**src/rtl/fetch_unit.sv**
```systemverilog
// rtl/fetch_unit.sv - single-outstanding instruction fetch unit with execute-stage redirect
module fetch_unit #(
    parameter logic [31:0] RESET_PC = 32'h0000_0000
) (
    input  logic        clk,
    input  logic        rst_n,
    input  logic        ex_valid,
    input  logic [4:0]  ex_next_pc,
    input  logic [31:0] ex_target,
    input  logic        ex_taken,
    output logic        imem_req,
    output logic [31:0] imem_addr,
    input  logic        imem_gnt,
    input  logic        imem_rvalid,
    input  logic [31:0] imem_rdata,
    output logic        if_valid,
    input  logic        if_ready,
    output logic [31:0] if_instr,
    output logic [31:0] if_pc,
    output logic        fetch_err
);

    localparam logic [4:0] PC_PLUS_4 = 5'b00000;
    localparam logic [4:0] PC_BRANCH = 5'b00100;
    localparam logic [4:0] PC_JALR   = 5'b00101;
    localparam logic [4:0] PC_JAL    = 5'b00110;

    localparam logic [31:0] NOP_INSTR = 32'h0000_0013;

    typedef enum logic [2:0] {
        S_IDLE  = 3'd0,
        S_REQ   = 3'd1,
        S_WAIT  = 3'd2,
        S_HOLD  = 3'd3,
        S_FAULT = 3'd4
    } state_t;

    state_t      r_state;
    state_t      w_state_next;

    logic [31:0] r_pc;
    logic [31:0] r_inflight_pc;
    logic        r_kill;
    logic [31:0] r_if_instr;
    logic [31:0] r_if_pc;
    logic        r_if_valid;
    logic        r_fetch_err;

    logic        w_redirect;
    logic [31:0] w_target;
    logic        w_fault;
    logic        w_redir_ok;
    logic        w_code_plus4;

    // Decode the execute-stage redirect; every undefined code (and PC+4) is a no-op.
    always_comb begin
        w_redirect   = 1'b0;
        w_target     = ex_target;
        w_code_plus4 = (ex_next_pc == PC_PLUS_4);
        if (ex_valid) begin
            if (ex_next_pc == PC_JAL) begin
                w_redirect = 1'b1;
            end else if (ex_next_pc == PC_JALR) begin
                w_redirect = 1'b1;
                w_target   = {ex_target[31:1], 1'b0};
            end else if (ex_next_pc == PC_BRANCH) begin
                w_redirect = ex_taken;
            end
        end
        // A target that is still not word aligned after JALR masking is a fault
        w_fault    = w_redirect && (w_target[1:0] != 2'b00);
        w_redir_ok = w_redirect && (w_target[1:0] == 2'b00);
    end

    // State register.
    always_ff @(posedge clk or negedge rst_n) begin
        if (!rst_n) begin
            r_state <= S_IDLE;
        end else begin
            r_state <= w_state_next;
        end
    end

    // Next-state logic; a misaligned redirect wins over everything and FAULT only exits via reset.
    always_comb begin
        w_state_next = r_state;
        if ((r_state != S_FAULT) && w_fault) begin
            w_state_next = S_FAULT;
        end else begin
            case (r_state)
                S_IDLE:  w_state_next = S_REQ;
                S_REQ:   w_state_next = imem_gnt ? S_WAIT : S_REQ;
                S_WAIT: begin
                    if (imem_rvalid) begin
                        w_state_next = (w_redir_ok || r_kill) ? S_REQ : S_HOLD;
                    end
                end
                S_HOLD: begin
                    if (w_redir_ok || if_ready) begin
                        w_state_next = S_REQ;
                    end
                end
                S_FAULT: w_state_next = S_FAULT;
                default: w_state_next = S_IDLE;
            endcase
        end
    end

    // Outputs: request only while in REQ; everything else comes straight from registers.
    always_comb begin
        imem_req  = (r_state == S_REQ);
        imem_addr = r_pc;
        if_valid  = r_if_valid;
        if_instr  = r_if_instr;
        if_pc     = r_if_pc;
        fetch_err = r_fetch_err;
    end

    // Datapath: fetch address, in-flight tracking, kill flag and the decode-facing holding registers.
    always_ff @(posedge clk or negedge rst_n) begin
        if (!rst_n) begin
            r_pc          <= RESET_PC;
            r_inflight_pc <= 32'h0000_0000;
            r_kill        <= 1'b0;
            r_if_instr    <= NOP_INSTR;
            r_if_pc       <= 32'h0000_0000;
            r_if_valid    <= 1'b0;
            r_fetch_err   <= 1'b0;
        end else if (r_state != S_FAULT) begin
            if (w_fault) begin
                r_fetch_err <= 1'b1;
                r_if_valid  <= 1'b0;
            end else begin
                case (r_state)
                    S_REQ: begin
                        if (imem_gnt) begin
                            r_inflight_pc <= r_pc;
                            // The granted access is for the old address; drop its response
                            if (w_redir_ok) begin
                                r_kill <= 1'b1;
                            end
                        end
                    end
                    S_WAIT: begin
                        if (imem_rvalid) begin
                            if (!w_redir_ok && !r_kill) begin
                                r_if_instr <= imem_rdata;
                                r_if_pc    <= r_inflight_pc;
                                r_pc       <= r_inflight_pc + 32'd4;
                                r_if_valid <= 1'b1;
                            end
                            r_kill <= 1'b0;
                        end else if (w_redir_ok) begin
                            r_kill <= 1'b1;
                        end
                    end
                    S_HOLD: begin
                        if (if_ready) begin
                            r_if_valid <= 1'b0;
                        end
                    end
                    default: begin
                        r_kill <= r_kill;
                    end
                endcase
                if (w_redir_ok) begin
                    r_pc       <= w_target;
                    r_if_valid <= 1'b0;
                end
            end
        end
    end

    // PC+4 needs no action beyond the default sequential flow
    logic w_unused;
    assign w_unused = w_code_plus4;

endmodule
```
**config.mk**
```make
export PLATFORM = sky130hd
export DESIGN_NAME = fetch_unit
export DESIGN_NICKNAME = d
export VERILOG_FILES = /design/src/rtl/fetch_unit.sv
export SDC_FILE = /design/constraint.sdc
export NUM_CORES = 1
export LEC_CHECK = 0
export BUFFER_PORTS_ARGS = -buffer_cell sky130_fd_sc_hd__buf_2
export CELL_PAD_IN_SITES_DETAIL_PLACEMENT = 0
export CELL_PAD_IN_SITES_GLOBAL_PLACEMENT = 1
export CORE_MARGIN = 2
export CORE_UTILIZATION = 41
export CTS_CLUSTER_SIZE = 24
export DETAILED_ROUTE_END_ITERATION = 8
export MAX_ROUTING_LAYER = met4
export PLACE_DENSITY = 0.77
export RECOVER_POWER = 50
export SLEW_MARGIN = 30
export SYNTH_ARGS = -nofsm -noshare
export SYNTH_HDL_FRONTEND = slang
export SYNTH_SLANG_ARGS = --single-unit
```
**constraint.sdc**
```tcl
create_clock -name clk -period 2.6 [get_ports clk]
set_input_delay 0.52 -clock clk [delete_from_list [all_inputs] [get_ports clk]]
set_output_delay 0.52 -clock clk [all_outputs]
set_load 0.005 [all_outputs]
```
[After elaboration in Yosys (flattened, before gate mapping)]
Index checks and enable logic that the tools add are counted.
Storage, ports and cells
  bits in registers: 134
Operators by class
  $add $sub $neg: 1
  eq/ne operators: 14
  muxes and demuxes: 27
  bitwise logic cells: 1
  reduce and logical (&&, ||, !) cells: 23
Operator list (count)
  two-way mux 32 bit: 4
  adder 32 x 3 -> 32 bit, second input constant: 1
  == test 5 x 3 -> 1 bit, second input constant: 3
  two-way mux 1 bit: 15
  one-hot mux 3 bit (5 select lines): 1
  AND reduction 5 bit: 3
  != test 4 bit, second input constant: 3
  nonzero test 2 bit: 5
  two-way mux 3 bit: 3
  != test 3 bit, second input constant: 3
  AND reduction 4 bit: 2
  == test 3 x 2 -> 1 bit, second input constant: 2
  logical AND 1 bit: 4
  two-way mux 2 bit: 2
  one-hot mux 1 bit (2 select lines): 2
  AND reduction 2 bit: 2
  nonzero test 4 bit: 1
  == test 3 x 1 -> 1 bit, second input constant: 1
  == test 3 bit, second input constant: 1
  logical NOT 3 bit: 1
  logical NOT 1 bit: 2
  logical NOT 2 bit: 1
  logical OR 1 bit: 2
  != test 2 x 1 -> 1 bit, second input constant: 1
  inverter 1 bit: 1

[Logic depth before layout (Yosys ltp)]
  depth after elaboration: 13
  mapped depth: 8
  gate-level depth less buffers: 6

[Worst setup path after synthesis]
OpenSTA, ideal clock, no wires.
  path kind: in2reg
  start: input ex_next_pc[3]
  end: register r_if_instr[2] (netlist: if_instr[2])
  setup time: 0.127 ns
  arrival time: 2.255 ns
  data required time: 2.473 ns
  path slack: 0.217 ns
  stages on the path: 8
  cell sequence: nand4bb_1 a211o_1 a221o_1 buf_6 nor2_8 buf_6 buf_8 mux2_1
On the way
  word-level cells in the longest chain between the ends: 9
  elaborated cells on any way between the ends: 18
  classes of those cells: eq/ne (3); mux (7); bitwise (1); reduce/logical (7)
RTL lines
  start: declaration: line 8  | input logic [4:0] ex_next_pc,
  == test 5 x 3 -> 1 bit, on equally long branches: line 66, 63
  two-way mux 1 bit, on equally long branches: line 66, 63
  two-way mux 1 bit, on equally long branches: line 63, 61
  two-way mux 1 bit, on equally long branches: line 61, 60
  two-way mux 1 bit / logical NOT 2 bit (equally long branches): line 60, 72
  logical AND 1 bit: line 72  | w_redir_ok = w_redirect && (w_target[1:0] == 2'b00);
  logical NOT 1 bit: line 146  | if (!w_redir_ok && !r_kill) begin
  logical AND 1 bit: line 146
  AND reduction 5 bit (no source line) *
  end signal: assignment: line 147  | r_if_instr <= imem_rdata;
  end: declaration: line 44  | logic [31:0] r_if_instr;
Every way passes the cells marked *; elsewhere a longest branch is shown, timed or not.
A chain may end at the register's enable or synchronous reset.

[Worst setup path in the final report]
  start: register r_state[1]
  end: register r_if_instr[16] (netlist: if_instr[16])
On the way
  word-level cells in the longest chain between the ends: 2
  elaborated cells on any way between the ends: 3
  classes of those cells: eq/ne (2); reduce/logical (1)
RTL lines
  start: declaration: line 38  | state_t r_state;
  start signal: assignment: line 80  | r_state <= w_state_next;
  != test 3 bit / == test 3 x 2 -> 1 bit (equally long branches): line 129, 134
  AND reduction 5 bit (no source line) *
Marked as above.

==> results.md <==
- Height of the die: about 130 µm
- Clk Latency, worst-skew pair: between 400 and 500 ps
- Die W: between 100 and 150 µm
- EDFF count, synth: 0
- Yosys cell types: between 50 and 60
- 1st-pass router iterations: 5
- Post-synth top flop: dfrtp_1
- Mean Syn Cell Area: roughly 12 µm²
- Total power per unit cell area: roughly 1100 nW/µm²
- Dpl hpwl: between 10000 and 15000 µm
- P_int: ~5.9 mW
- Leak: slightly below 4 nW
- Slew Limit Fails: 72
- RSZ-0062 raised after global routing: no
- Ports: around 180
- WL final: 15000 µm
- Row cnt: 44
- Hold WC Path Type: input pin to flop
- Ant diodes: 0
- Final Hold Viols: 0
- Vias per cell: between 5 and 6
- DIE AREA: approximately 16000 µm²
- Sequential area share after synthesis: 55.8%
- Proportion of layout cells with a drive suffix above 1: between 40% and 50%
- H-tree depth: 4
- CP max stage delay: approximately 520 ps
- Worst setup EP type: flop
- Starting density of the core: approximately two fifths
- Global route overflow: 0
- Slowest CP cell: or4b_1
- Routed Antenna Nets: 0
- Synthesized cell area: 6010 µm²
- Port bufs: between 150 and 200
- Max Clk Rate: approximately 0.42 GHz
- Clk buf depth: 2
- Cts repair resizes: 0
- Critical path class: flop to flop
- Yosys warning count: 0
- Worst Setup Slack, final: 216 ps
- Nets: 747
- Comb pwr share: around 29%
- Cts bufs inserted: 17
- CTS sink cnt: around 130
- Async S/R FF share, synth: between 90% and 100%
- CP Cell Sequence: nand2b_1 > or4b_1 > a221o_2 > nor2_8 > buf_12 > mux2_2
- Gate Count Post-Synth: between 400 and 500
- Post-CTS Hold Buffers: 0
- Final setup vio count: 0
- Flop pwr share: 43.0%
- Final instance area: 7790 µm²
- Post-layout minimum cycle time: about 2400 ps
- Switching power: ~2.6 mW
- Dpl cell area: between 7000 and 8000 µm²
- Core Area: ~14000 µm²
- All-layer global routing usage: about 21%
- Synthesized net count: between 500 and 600
- DRC: 0
- Critical path arrival: around 2700 ps
- Worst slew pin tran: around 1800 ps
- Required @ worst endpoint: 2900 ps
- Via Count: around 4600
- Vias in the first global route: 4758
- Status: complete, but fails checks
- Sw Ratio: between 30% and 40%
- Iter 0 DRT Violations: 190
- First-pass GRT wire length: around 25000 µm
- Commonest non-fill, non-tap cell in the layout: buf_2
- Cells after DPL: 834
- Most frequent cells in the layout: 158 x buf_2, 131 x dfrtp_1, 91 x mux2_2, 36 x nand2_1, 24 x o21ai_0
- Slew HR: -21.4%
- CP startpoint kind: flop
- Buffers & Inverters on Critical Path: 1
- Critical path peak fanout: 30
- Power share of the clock group: approximately 28%
- Max Cap Violations: 1
- Post-route insts no fill: roughly 870
- Final GP Congestion: around 0.80
- Fin Clk Skew: ~7.4 ps
- Hold_ws: 323 ps
- Worst vdd ir: about 0.56 mV
- Kind of cell adding the most delay to the critical path: simple AND/OR/NAND/NOR gates
- Dpl ws: -131 ps
- CTS root buffer: clkbuf_16
- Antenna violations before repair: 0
- Final setup TNS: 0 ps
- CTS tree: done
- Flops & latches, synth: around 130
- Failing checks: capacitance limit, slew limit
- Clk slew on worst S/H paths: ~60 ps
- Routed len/inst: 17.3 µm
- Post-CTS Setup Bufs: 0
- Area delta synth->final: 29.5%
- Period utilization: roughly 92%
- Largest net degree at the start of global routing: 73
[registers in the layout, indices dropped and copies added (netlist names)]
signal,cells
r_state,3
if_instr,32
r_inflight_pc,32
r_kill,1
if_pc,32
if_valid,1
imem_addr,32
fetch_err,1
[logic make-up after synthesis]
group | Yosys count | share of synthesized area, %
and+or+nand+nor | 111 | 9.43
buffers and inverters | 35 | 3.02
adders and majority gates | 1 | 0.208
AOI/OAI and AO/OA | 79 | 9.24
muxes | 107 | 19.8
DFF | 134 | 55.8
xor gates and xnor gates | 17 | 2.48
[power by group through the flow]
stage / logic, mW / registers, mW / clock network [mW]
after floorplan: 1.42 / 3.58 / 0
after global placement: 2.47 / 3.66 / 0
after detailed placement: 2.52 / 3.70 / 0
after CTS: 2.54 / 3.69 / 2.45
after global routing: 2.76 / 3.82 / 2.56
final: 2.49 / 3.68 / 2.40
[worst reg2reg max path, cell delays in order, from the launching register on]
cell	delay [ps]
dfrtp_1	440
nand2b_1	130
or4b_1	520
a221o_2	430
nor2_8	170
buf_12	220
mux2_2	370
[synthesized netlist by cell type (2+ instances only)]
cell      count  area share, %
and4_1        4           0.58
a21oi_1       4           0.33
mux2_1        5           0.94
dfstp_2       3            1.3
buf_6         2           0.37
xnor2_1      10            1.5
clkbuf_1     17            1.1
a21o_1        6           0.75
nor3_1        5           0.42
dfrtp_1     131             55
buf_4         5           0.62
o21ai_0      24            2.0
o41ai_1       3           0.44
nand2_1      36            2.2
o31a_1        3           0.44
nand4_1      11            1.1
nor2_1       23            1.4
a311oi_1      4           0.58
o22ai_1       6           0.62
and3_1        5           0.52
a211o_1       2           0.29
mux2i_1      11            1.8
nand3_1      10           0.83
nor4_1        4           0.42
xor2_1        7            1.0
o31ai_1       9            1.1
a22o_1        2           0.29
a221o_1       3           0.50
inv_1         6           0.37
o21a_1        2           0.25
buf_2         4           0.33
or4_1         4           0.50
nand2b_1      3           0.31
mux2_2       91             17
a31oi_1       3           0.31
[path summary, 6_finish.rpt]
check                                        from  slack (ps)  cells past startpoint                       end
max in group asynchronous                   rst_n         780                      2   if_instr[1]$_DFFE_PN1P_
min                                 imem_rdata[2]         320                      2   if_instr[2]$_DFFE_PN0P_
max reg2reg                r_state[1]$_DFFE_PN0P_         220                      6  if_instr[16]$_DFFE_PN0P_
min in group asynchronous                   rst_n         600                      1     if_pc[13]$_DFFE_PN0P_
max                        r_state[1]$_DFFE_PN0P_         220                      6  if_instr[16]$_DFFE_PN0P_
min reg2reg                 fetch_err$_DFFE_PN0P_         470                      1     fetch_err$_DFFE_PN0P_
[metrics by stage]
| stage | power, mW | util, % |
|---|---|---|
| 2_1_floorplan | 4.99 | - |
| 3_3_place_gp | 6.12 | 50.0 |
| 3_5_place_dp | 6.23 | 50.0 |
| 4_1_cts | 8.68 | 54.1 |
| 5_1_grt | 9.14 | 54.0 |
| 6_report | 8.57 | 54.0 |
[routing by layer]
metal | vias up | part of all wire [%] | global-route usage [%] | wire length (µm)
li1 | 2141 | - | - | -
met1 | 2272 | 44 | 25.4 | 6620
met2 | 139 | 49 | 33.2 | 7300
met3 | 20 | 5.2 | 5.09 | 775
met4 | 0 | 1.9 | 7.52 | 282
met5 | - | 0 | - | 0
[area by class of cell]
class | count | area (µm²)
fill | 1289 | 6640
sequential | 134 | 3360
multi-input combinational | 315 | 2480
timing repair buffer | 196 | 1100
clock buffer | 22 | 464
tap | 184 | 230
clock inverter | 10 | 128
inverter | 6 | 22.5
Note: power is estimated with default switching activity, not from simulation.
